==> src/rtl/br_pkg.sv <==
// Shared definitions for the instruction issuer: instruction field layout and FSM states.
package br_pkg;
    localparam int unsigned AW_LSB  = 0;
    localparam int unsigned AR1_LSB = 5;
    localparam int unsigned AR2_LSB = 10;
    localparam int unsigned OP_LSB  = 15;
    localparam int unsigned FIELD_W = 5;
    localparam int unsigned INSTR_W = 20;

    typedef enum logic [1:0] {
        IDLE = 2'd0,
        RUN  = 2'd1,
        DONE = 2'd2
    } br_state_t;
endpackage

==> src/rtl/br_prog_mem.sv <==
// Program memory: one synchronous write port, read port registered straight into the bus.
module br_prog_mem
    import br_pkg::*;
#(
    parameter int DEPTH = 16,
    parameter int PC_W  = 4
) (
    input  logic               clk,
    input  logic               rst_n,
    input  logic               i_we,
    input  logic [PC_W-1:0]    i_waddr,
    input  logic [INSTR_W-1:0] i_wdata,
    input  logic               i_re,
    input  logic [PC_W-1:0]    i_raddr,
    output logic [INSTR_W-1:0] o_rdata
);
    logic [INSTR_W-1:0] r_mem [DEPTH];
    logic [INSTR_W-1:0] r_rdata;

    // Contents are deliberately not reset so a program survives rst_n.
    always_ff @(posedge clk) begin
        if (i_we) r_mem[i_waddr] <= i_wdata;
    end

    always_ff @(posedge clk or negedge rst_n) begin
        if (!rst_n)    r_rdata <= '0;
        else if (i_re) r_rdata <= r_mem[i_raddr];
    end

    assign o_rdata = r_rdata;
endmodule

==> src/rtl/br_instr_issuer.sv <==
// Instruction issuer: preloaded program words streamed to the datapath over valid/ready.
//   state | meaning
//   IDLE  | stopped; program memory writable
//   RUN   | issuing words, bus_valid may be high
//   DONE  | program finished; memory writable, start restarts
module br_instr_issuer
    import br_pkg::*;
#(
    parameter int DEPTH = 16,
    parameter int PC_W  = 4,
    parameter int CNT_W = 16
) (
    input  logic               clk,
    input  logic               rst_n,
    input  logic               i_load_en,
    input  logic [PC_W-1:0]    i_load_addr,
    input  logic [INSTR_W-1:0] i_load_data,
    input  logic [PC_W:0]      i_prog_len,
    input  logic               i_start,
    input  logic               i_stop,
    input  logic               i_loop_en,
    input  logic               i_bus_ready,
    output logic [INSTR_W-1:0] o_bus,
    output logic               o_bus_valid,
    output logic [PC_W-1:0]    o_pc,
    output logic               o_busy,
    output logic               o_done,
    output logic [CNT_W-1:0]   o_issued_cnt
);
    localparam logic [PC_W:0]    DEPTH_L = (PC_W+1)'(DEPTH);
    localparam logic [PC_W:0]    LEN_ONE = (PC_W+1)'(1);
    localparam logic [PC_W-1:0]  PC_ONE  = PC_W'(1);
    localparam logic [CNT_W-1:0] CNT_ONE = CNT_W'(1);

    br_state_t          r_state, w_state_nxt;
    logic [PC_W-1:0]    r_pc, w_pc_nxt;
    logic [PC_W:0]      r_len, w_len_nxt, w_len_eff;
    logic               r_valid, w_valid_nxt;
    logic [CNT_W-1:0]   r_cnt, w_cnt_nxt;
    logic               r_busy, r_done;
    logic               w_xfer, w_last, w_rd_en, w_we;
    logic [PC_W-1:0]    w_rd_addr;

    assign w_len_eff = (i_prog_len > DEPTH_L) ? DEPTH_L : i_prog_len;
    assign w_xfer    = r_valid && i_bus_ready;
    assign w_last    = ({1'b0, r_pc} == (r_len - LEN_ONE));
    assign w_we      = i_load_en && (r_state != RUN);

    always_comb begin
        w_state_nxt = r_state;
        w_pc_nxt    = r_pc;
        w_len_nxt   = r_len;
        w_valid_nxt = r_valid;
        w_cnt_nxt   = r_cnt;
        w_rd_en     = 1'b0;
        w_rd_addr   = '0;
        case (r_state)
            IDLE, DONE: begin
                if (i_stop) begin
                    w_state_nxt = IDLE;
                end else if (i_start) begin
                    w_len_nxt = w_len_eff;
                    w_cnt_nxt = '0;
                    w_pc_nxt  = '0;
                    if (w_len_eff != '0) begin
                        w_state_nxt = RUN;
                        w_valid_nxt = 1'b1;
                        w_rd_en     = 1'b1;
                    end else begin
                        w_state_nxt = DONE;
                    end
                end
            end
            RUN: begin
                if (w_xfer && !(&r_cnt)) w_cnt_nxt = r_cnt + CNT_ONE;
                // A stalled word is simply dropped on stop.
                if (i_stop) begin
                    w_state_nxt = IDLE;
                    w_valid_nxt = 1'b0;
                end else if (w_xfer) begin
                    if (!w_last) begin
                        w_pc_nxt  = r_pc + PC_ONE;
                        w_rd_en   = 1'b1;
                        w_rd_addr = r_pc + PC_ONE;
                    end else if (i_loop_en) begin
                        w_pc_nxt = '0;
                        w_rd_en  = 1'b1;
                    end else begin
                        w_valid_nxt = 1'b0;
                        w_state_nxt = DONE;
                    end
                end
            end
            default: w_state_nxt = IDLE;
        endcase
    end

    always_ff @(posedge clk or negedge rst_n) begin
        if (!rst_n) begin
            r_state <= IDLE;
            r_pc    <= '0;
            r_len   <= '0;
            r_valid <= 1'b0;
            r_cnt   <= '0;
            r_busy  <= 1'b0;
            r_done  <= 1'b0;
        end else begin
            r_state <= w_state_nxt;
            r_pc    <= w_pc_nxt;
            r_len   <= w_len_nxt;
            r_valid <= w_valid_nxt;
            r_cnt   <= w_cnt_nxt;
            r_busy  <= (w_state_nxt == RUN);
            r_done  <= (w_state_nxt == DONE);
        end
    end

    br_prog_mem #(.DEPTH(DEPTH), .PC_W(PC_W)) u_mem (
        .clk     (clk),
        .rst_n   (rst_n),
        .i_we    (w_we),
        .i_waddr (i_load_addr),
        .i_wdata (i_load_data),
        .i_re    (w_rd_en),
        .i_raddr (w_rd_addr),
        .o_rdata (o_bus)
    );

    assign o_bus_valid  = r_valid;
    assign o_pc         = r_pc;
    assign o_busy       = r_busy;
    assign o_done       = r_done;
    assign o_issued_cnt = r_cnt;
endmodule

==> config.mk <==
export PLATFORM = sky130hd
export DESIGN_NAME = br_instr_issuer
export DESIGN_NICKNAME = d
export VERILOG_FILES = /design/src/rtl/br_pkg.sv /design/src/rtl/br_prog_mem.sv /design/src/rtl/br_instr_issuer.sv
export SDC_FILE = /design/constraint.sdc
export NUM_CORES = 1
export LEC_CHECK = 0
export BUFFER_PORTS_ARGS = -buffer_cell sky130_fd_sc_hd__clkbuf_2
export CORE_ASPECT_RATIO = 0.5
export CORE_UTILIZATION = 43
export CTS_BUF_LIST = sky130_fd_sc_hd__clkbuf_8
export DETAILED_ROUTE_END_ITERATION = 16
export SYNTH_ARGS = -nofsm -noshare
export SYNTH_HDL_FRONTEND = slang
export SYNTH_SLANG_ARGS = --single-unit
==> constraint.sdc <==
create_clock -name clk -period 2.9 [get_ports clk]
set_input_delay 0.58 -clock clk [delete_from_list [all_inputs] [get_ports clk]]
set_output_delay 0.58 -clock clk [all_outputs]
set_load 0.02 [all_outputs]
### Yosys cells after proc, flatten, opt, wreduce, memory -nomap -nowiden

Memories as Yosys holds them, arrays and structs flattened. A register that Yosys moved wholly into a read port is not among the register bits.
Cells that the tools add are included.

| operators by class | value |
|---|---|
| muxes and demuxes | 42 |
| order comparisons | 1 |
| add/sub/neg operators | 3 |
| reductions and logical operators | 14 |
| bitwise gates (word level) | 1 |
| equality and inequality tests | 16 |

Operator list:

| operator | count |
|---|---|
| 2-to-1 mux 16 bit | 3 |
| 2-to-1 mux 4 bit | 10 |
| case mux 16 bit (2 select lines) | 1 |
| adder 16 x 1 -> 16 bit, second input constant | 1 |
| 2-to-1 mux 1 bit | 16 |
| AND reduction 16 bit | 1 |
| 2-to-1 mux 2 bit | 7 |
| != test 2 bit, second input constant | 6 |
| != test 3 bit, second input constant | 4 |
| case mux 4 bit (2 select lines) | 1 |
| AND reduction 7 bit | 1 |
| AND reduction 6 bit | 1 |
| == test 4 x 5 -> 1 bit | 1 |
| greater-than comparator 5 bit, second input constant | 1 |
| 2-to-1 mux 5 bit | 1 |
| nonzero test 5 bit | 1 |
| subtractor 5 x 1 -> 5 bit, second input constant | 1 |
| adder 4 x 1 -> 4 bit, second input constant | 1 |
| == test 2 x 1 -> 1 bit, second input constant | 2 |
| == test 2 bit, second input constant | 2 |
| case mux 1 bit (2 select lines) | 2 |
| case mux 2 bit (2 select lines) | 1 |
| AND reduction 4 bit | 1 |
| logical AND 1 bit | 3 |
| 7 further kinds | 8 |

| storage, ports and cells | value |
|---|---|
| word-level logic and storage cells | 85 |
| register bits | 30 |
| input bits | 36 |
| output and inout port bits | 43 |
| memories | 1 |
| bits in writable memories | 320 |

Memory list:

| memory | words | width | read ports | clocked after memory_dff | wr ports | line | text |
|---|---|---|---|---|---|---|---|
| u_mem.r_mem | 16 | 20 | 1 | 1 | 1 | br_prog_mem.sv:17 | `logic [INSTR_W-1:0] r_mem [DEPTH];` |

### Longest topological paths before layout

Gate-level depths: netlist (run 1).

| depth | value |
|---|---|
| word-level depth | 8 |
| mapped depth | 10 |
| mapped depth without buffers | 8 |

### Hierarchy

A second synthesis (run 1) with hierarchy kept.

| unflattened totals | value |
|---|---|
| cell total of the unflattened synthesis | 734 |
| area, all modules | 14736.6 um^2 |

Modules (own cells, without submodules):

| module | seq. area each (um^2) | instances | area each (um^2) | cells each |
|---|---|---|---|---|
| br_prog_mem | 10109.7 | 1 | 13037.5 | 557 |
| br_instr_issuer | 750.7 | 1 | 1699.1 | 177 |

### Worst setup path before layout (run 1)

No wires, ideal clock.

| path | value |
|---|---|
| kind | input-to-reg |
| from | input i_load_addr[1] |
| to | memory u_mem.r_mem[0][0], enable pin |
| required time | 2.478 ns |
| stages | 2 |
| path buffers | 0 |
| path slack | 0.061 ns |
| library setup time | 0.422 ns |
| arrival | 2.417 ns |
| path through | or3_1 > nor3_1 |

RTL lines:

| what | line | text |
|---|---|---|
| start: declaration | br_instr_issuer.sv:16 | `input logic [PC_W-1:0] i_load_addr,` |
| end: declaration | br_prog_mem.sv:17 |  |

No word-level cell before the write port.

### Worst setup path after layout (run 1)

| path | value |
|---|---|
| from | register r_len[0] |
| to | register u_mem.r_rdata[16] (netlist: u_mem.o_rdata[16]) (read register of u_mem.r_mem) |

| on the way | value |
|---|---|
| word-level cells in the longest chain between the ends | 6 |
| elaborated cells between the ends (all ways) | 10 |
| those cells by class | add/sub (1); eq/ne (1); mux (8) |

Ends and longest elaborated chain:

| what | line | text |
|---|---|---|
| start: declaration | br_instr_issuer.sv:37 | `logic [PC_W:0] r_len, w_len_nxt, w_len_eff;` |
| start signal: assignment | br_instr_issuer.sv:110 | `r_len <= w_len_nxt;` |
| subtractor 5 x 1 -> 5 bit (*) | br_instr_issuer.sv:46 | `assign w_last = ({1'b0, r_pc} == (r_len - LEN_ONE));` |
| == test 4 x 5 -> 1 bit (*) | br_instr_issuer.sv:46 |  |
| 2-to-1 mux 1 bit or 2-to-1 mux 4 bit (tied branches) | br_instr_issuer.sv:81 | `if (!w_last) begin` |
| 2-to-1 mux 1 bit or 2-to-1 mux 4 bit (tied branches) | br_instr_issuer.sv:80 | `end else if (w_xfer) begin` |
| 2-to-1 mux 1 bit or 2-to-1 mux 4 bit (tied branches) | br_instr_issuer.sv:77 | `if (i_stop) begin` |
| case mux 1 bit (2 select lines) or 2-to-1 mux 4 bit (tied branches) | br_instr_issuer.sv:57 | `case (r_state)` |
| end: declaration | br_prog_mem.sv:18 | `logic [INSTR_W-1:0] r_rdata;` |

Every way passes the cells marked *; elsewhere a longest branch is shown, timed or not.
A chain may end at the register's enable or synchronous reset.

==> qor.yml, run 1 <==
worst_setup_path:
  cp.required_ns: 3.33
  start_kind: "flop"
  end_kind: "flop"
  crit_path_cell_trace: "inv_1, ha_1, xnor2_1, o211ai_1, o211a_1, buf_4, o22ai_1, o311ai_1, o311ai_1"
  rr_startpoint: "r_len[0]$_DFFE_PN0P_"
  critical_path.max_fanout: 20
  cp.arrival_ns: 3.16
  r2r_cells: 9
  crit_start: "r_len[0]$_DFFE_PN0P_"
  cpMostUsedCell: "o311ai_1"
  critPathSlowestCell: "o211ai_1"
  timing_worst_setup_path_type: "flop to flop"
  critical-path-max-stage-delay_ns: 0.42
clock_network:
  htreeDepth: 2
  cts_buffers: 52
  cts_tree: "done"
  clockBufferDepth: 3
  clkLatencyLatePin_ns: 0.61
  cts.sinks: 370
  clk_pin_slew_ns: 0.06
  cts_root_buf: "clkbuf_8"
timing:
  whs_ns: 0.236
  fin_crit_sh: 0.939
  setup_viol: 0
  report.final.slew_viol_count: 0
  fmax_mhz: 367
  period_minus_slack_ns: 2.72
  worstMarginPinSlew_ns: 0.528
  setup_tns_ns: 0
  hold_violations: 0
  fin_skew_ns: 0.0332
  relSlewSlack: 0.645
  fin_ws_ns: 0.178
synth:
  synth_edf_count: 320
  netlist_area_um2: 15000
  synthTopCellsByArea: "edfxtp_1 64%, dfrtp_1 8.3%, mux2i_1 4.2%, mux4_2 3.0%, or3_1 2.2%"
  yosysWarnings: 0
  synth.distinct_cells: 58
  synth_ff_type: "edfxtp_1"
  ys_seq_area_frac: 0.724
  async_flop_share: 0.135
  synthesis.nets: 1005
  synth_seq_cells: 370
  yosysTopAreaCell: "edfxtp_1"
  synth_cells: 966
  synth_top_cell_area_share: 0.640
  syn_area_per_cell_um2: 15.5
floorplan:
  die_h_um: 134
  ioPinCount: 79
  rows: 47
  die_area_um2: 35700
  start_util: 0.445
  die_w_um: 266
  coreArea_um2: 33700
placed_design:
  dp_worst_setup_slack_ns: 0.0832
  place.gp.congestion: 0.810
  io_buffers: 78
  hpwlAfterDp_mm: 22.7
drt:
  dr.pass1.iters: 5
  postRouteAntennaNets: 0
  vias: 9381
  routed_via_density: 5.88
  wire_per_inst_um: 24.6
  drtIter0Drc: 876
  drc_errors: 0
  drt_wl_total_mm: 39.2
pwr:
  p_total_mw: 11.7
  power_density_nw_per_um2: 674
  ir_drop_v: 0.000229
  p_leak_nw: 5.94
finish:
  layout.nets: 1128
  multi_input_area_um2: 3950
  diodes: 0
  final_common_cell: "edfxtp_1"
  syn_to_final_growth_pct: 15.8
  drive_gt1_frac: 0.223
  mostFrequentLayoutCells: "320 x edfxtp_1, 78 x clkbuf_2, 63 x mux2i_1, 63 x clkbuf_8, 59 x nand2_1"
  finalCoreUtilization: 0.516
  regArea_um2: 10900
  fill_cells: 2786
status:
  outcome: "completed"
global_routing:
  grt_pass1_vias: 9337
  grt_pass1_wl_mm: 58.5
  grt_overflow_total: 0
  grt.total_usage: 0.223
  antenna_found_initial: 0
  grt_max_degree: 77
hold_path:
  worstHoldStart: "i_prog_len[4]"
  hold_path.class: "primary input to flop"
  hold_depth: 3
run:
  maxCapViolations: 0
==> report_power, final <==
part / switching, mW / leakage [nW] / internal (mW) / total, mW
clock: 1.99 / 0.607 / 2.06 / 4.05
combinational: 0.987 / 1.80 / 0.593 / 1.58
sequential: 0.134 / 3.54 / 5.95 / 6.08
total: 3.11 / 5.94 / 8.61 / 11.7
==> cells in the mapped netlist, drive strengths merged (23+ instances only) <==
master	n
dfrtp	50
o21ai	39
or3	53
o311ai	40
mux2i	63
edfxtp	320
clkbuf	45
nor2	31
a211oi	23
nand2	60
nand3	25
a21oi	32
==> area by class of cell <==
cell class	instances	share of cell area
Timing Repair Buffer	132	0.0538
Tap cell	465	0.0335
Inverter	4	0.000864
Clock buffer	63	0.0499
Multi-Input combinational cell	529	0.227
Clock inverter	33	0.00993
Sequential cell	370	0.625
==> registers in the layout, indices dropped and copies added, names as in the netlist <==
signal / flops
o_busy: 1
o_issued_cnt: 16
o_pc: 4
r_len: 5
o_done: 1
r_state: 2
u_mem.r_mem: 320
u_mem.o_rdata: 20
o_bus_valid: 1
==> stage by stage <==
step                std cells  cell area [um2]
floorplan                 966            15000
global placement         1498            16300
detailed placement       1498            16300
CTS                      1595            17400
global route             1596            17400
finish                   1596            17400
==> worst max-delay path, delay by kind of cell, from the launching register on <==
| kind | cells | cell delay (ns) |
|---|---|---|
| DFF | 1 | 0.41 |
| xor gates and xnor gates | 1 | 0.16 |
| AOI/OAI and AO/OA | 5 | 1.36 |
| buffers and inverters | 2 | 0.38 |
| adders and majority gates | 1 | 0.27 |
==> path summary, 6_finish.rpt <==
check | endpoint | slack [ns]
max in group asynchronous | u_mem.o_rdata[12]$_DFFE_PN0P_ | 1.74
min in group asynchronous | o_issued_cnt[12]$_DFFE_PN0P_ | 0.43
setup reg to reg | u_mem.o_rdata[16]$_DFFE_PN0P_ | 0.18
setup / recovery | u_mem.o_rdata[16]$_DFFE_PN0P_ | 0.18
hold / removal | r_len[4]$_DFFE_PN0P_ | 0.24
hold reg to reg | u_mem.o_rdata[11]$_DFFE_PN0P_ | 0.53
==> per-layer routing <==
| metal | routed length [um] | up-vias | GRT usage |
|---|---|---|---|
| li1 | - | 4100 | - |
| met1 | 17600 | 4833 | 0.329 |
| met2 | 17800 | 387 | 0.339 |
| met3 | 3140 | 61 | 0.0415 |
| met4 | 652 | 0 | 0.0591 |
| met5 | 0 | - | 0 |
==> logic make-up after synthesis <==
logic type               after synthesis  synth area share
XOR/XNOR                              15           0.00876
flip-flops                           370             0.724
buffers and inverters                 67            0.0188
AND/OR/NAND/NOR                      250            0.0901
multiplexers                          83            0.0720
adder cells (fa/ha/maj)                3           0.00250
AO/OA/AOI/OAI                        178            0.0840
==> timing repair <==
action	CTS	global route
setup endpoints to repair	0	9
endpoints found under the hold margin	15	0
hold buffers	1	0
resized for setup	0	8
buffers inserted	0	1
No activity file was read; power rests on OpenSTA's default activity.
==> run 2: changes to the inputs <==
- SYNTH_HIERARCHICAL: default -> 1
==> run 2 against run 1 <==
Net effect: utilization grew 0.26 points; wire length down 14%; critical path type unchanged; critical endpoint is now u_mem/o_rdata[1]$_DFFE_PN0P_; final cell count is 13% lower; clock skew grew 0.0017 ns; design area decreased by 0.37%.
==> qor.yml, run 2 <==
timing:
  fin_crit_sh: 0.960
  fin_skew_ns: 0.0349
  whs_ns: 0.245
  setup_viol: 0
  worstMarginPinSlew_ns: 0.679
  fmax_mhz: 359
  hold_violations: 0
  report.final.slew_viol_count: 0
  period_minus_slack_ns: 2.78
  relSlewSlack: 0.548
worst_setup_path:
  crit_path_cell_trace: "inv_1, ha_2, xor2_1, o211ai_1, a211o_1, nand2_4, nor2_4, buf_12, buf_8, mux4_2, mux2i_4, a221oi_2"
  critical-path-max-stage-delay_ns: 0.54
  crit_family: "multiplexers"
  critical_path.max_fanout: 8
  end_kind: "flop"
  start_kind: "flop"
  r2r_cells: 12
  cp.required_ns: 3.35
  crit_start: "r_len[0]$_DFFE_PN0P_"
  rr_startpoint: "r_len[0]$_DFFE_PN0P_"
  worstSetupEndpoint: "u_mem/o_rdata[1]$_DFFE_PN0P_"
  critPathSlowestCell: "mux4_2"
  path_buf_inv: 3
  rrSetupSlack_ns: 0.12
  timing_worst_setup_path_type: "flop to flop"
  cp.arrival_ns: 3.23
  worstSetupPathDepth: 12
  r2r_end: "u_mem/o_rdata[1]$_DFFE_PN0P_"
global_routing:
  antenna_found_initial: 0
  grt_overflow_total: 0
  grt_pass1_vias: 7905
  grtUsageMet3: 0.0383
  gr-usage-met2: 0.305
  use_met1: 0.280
  grt_pass1_wl_mm: 50.0
  grt_max_degree: 47
  grt.total_usage: 0.194
  top_usage_layer: "met2"
synth:
  syn_area_per_cell_um2: 20.1
  async_flop_share: 0.135
  yosysWarnings: 6
  synthesis.nets: 773
  yosysTopAreaCell: "edfxtp_1"
  synth_seq_cells: 370
  synth_cells: 734
  netlist_area_um2: 14700
  synth.distinct_cells: 50
  ys_seq_area_frac: 0.737
  synth_most_common_cell: "edfxtp_1"
  synth_top_cell_area_share: 0.652
  synth_edf_count: 320
  synth_top_cells_by_count: "320 x edfxtp_1, 76 x mux4_2, 52 x nor2_1, 50 x dfrtp_1, 23 x o22ai_1"
  synth_ff_type: "edfxtp_1"
  synthTopCellsByArea: "edfxtp_1 65%, mux4_2 12%, dfrtp_1 8.5%, a221oi_2 2.1%, mux2i_1 1.5%"
placed_design:
  dp_cells: 1275
  io_buffers: 78
  hpwlAfterDp_mm: 20.1
  dpl_cell_area_um2: 16000
  place.gp.congestion: 0.796
finish:
  multi_input_area_um2: 3730
  diodes: 0
  final_cell_area_um2: 17300
  final_cells: 1391
  largest_reg_flops: 320
  fill_cells: 2646
  regArea_um2: 10900
  drive_gt1_frac: 0.381
  final_common_cell: "edfxtp_1"
  syn_to_final_growth_pct: 17.5
  mostFrequentLayoutCells: "320 x edfxtp_1, 79 x mux4_2, 78 x clkbuf_2"
  top_register: "u_mem/r_mem"
  finalCoreUtilization: 0.518
  layout.nets: 947
drt:
  wire_per_inst_um: 24.3
  drtIter0Drc: 669
  drc_errors: 0
  drt_wl_total_mm: 33.9
  routed_via_density: 5.62
  vias: 7817
  postRouteAntennaNets: 0
  dr.pass1.iters: 5
run:
  maxCapViolations: 0
pwr:
  power_density_nw_per_um2: 630
  p_leak_nw: 5.92
  ir_drop_v: 0.000348
floorplan:
  rows: 47
  ioPinCount: 79
  coreArea_um2: 33400
  die_h_um: 133
  die_w_um: 264
  start_util: 0.441
  die_area_um2: 35100
clock_network:
  clkLatencyLatePin_ns: 0.62
  clk_pin_slew_ns: 0.06
  clockBufferDepth: 3
  cts.sinks: 370
  htreeDepth: 2
  cts_buffers: 52
  cts_tree: "done"
  cts_root_buf: "clkbuf_8"
status:
  outcome: "completed"
hold_path:
  worstHoldStart: "i_prog_len[4]"
  hold_path.class: "primary input to flop"
==> run 2: changes by cell type in the layout (fill, tap and decap cells not counted), moves of 18 or more <==
cell / change
buf_4: +18
or3_1: -53
mux4_2: +59
a221oi_1: -19
nand2_1: -39
mux2i_1: -51
a221oi_2: +21
a21oi_1: -28
o311ai_1: -28
a211oi_1: -21
o21ai_0: -30
nor2_1: +18
==> run 2: area by class of cell <==
cell class / count / share of cell area
clock buffer: 57 / 0.0453
timing repair buffer: 154 / 0.0672
sequential: 370 / 0.627
clock inverter: 39 / 0.0118
multi-input combinational: 324 / 0.215
tap: 441 / 0.0319
inverter: 6 / 0.00130
==> run 2: cell families (layout without fill, tap and decap cells) <==
group,after synthesis,count (layout),synth area share
muxes,102,102,0.138
DFF,370,370,0.737
xor gates and xnor gates,16,16,0.00951
buffers and inverters,40,256,0.0215
adders and majority gates,3,3,0.00255
and+or+nand+nor,132,132,0.0471
AOI/OAI and AO/OA,71,71,0.0442
==> run 2: report_power, final <==
part / total, mW / internal, mW / switching, mW
logic: 0.975 / 0.368 / 0.607
registers: 6.08 / 5.95 / 0.124
clock network: 3.87 / 1.91 / 1.96
total: 10.9 / 8.23 / 2.69
==> run 2: timing repair <==
| item | 4_1_cts | 5_1_grt |
|---|---|---|
| setup buffers | 0 | 17 |
| cloned | 0 | 2 |
| hold buffers | 1 | 0 |
| pin swaps | 1 | 6 |
| endpoints found under the setup margin | 9 | 20 |
| resized for setup | 3 | 25 |
| endpoints found under the hold margin | 13 | 0 |
==> run 2: worst min-delay path, delay by kind of cell <==
family                 cells  cell delay, ns
buffers and inverters      1            0.11
and+or+nand+nor            2            0.11
==> run 2: metal layers <==
metal,vias to the layer above,part of all wire
met1,4177,0.45
li1,3368,-
met4,0,0.015
met3,43,0.060
met5,-,0
met2,229,0.47
==> run 2: how the worst min path moves through the flow <==
stage                     slack [ns]  cells after the start                           to
after floorplan                 0.28                      0      o_bus_valid$_DFFE_PN0P_
after global placement          0.51                      1  o_issued_cnt[7]$_DFFE_PN0P_
after detailed placement        0.52                      1  o_issued_cnt[7]$_DFFE_PN0P_
after CTS                       0.20                      3         r_len[4]$_DFFE_PN0P_
final                           0.25                      3         r_len[4]$_DFFE_PN0P_
after global routing            0.23                      3         r_len[4]$_DFFE_PN0P_
==> run 2: through the flow <==
stage,TNS (ns),power [mW],setup WS (ns)
final,0,10.9,0.115
after detailed placement,-0.204,7.12,-0.0489
after global placement,0,7.10,0.00579
after global routing,-0.00212,11.3,-0.00212
after CTS,0,11.0,0.0390
after floorplan,0,6.68,0.0803
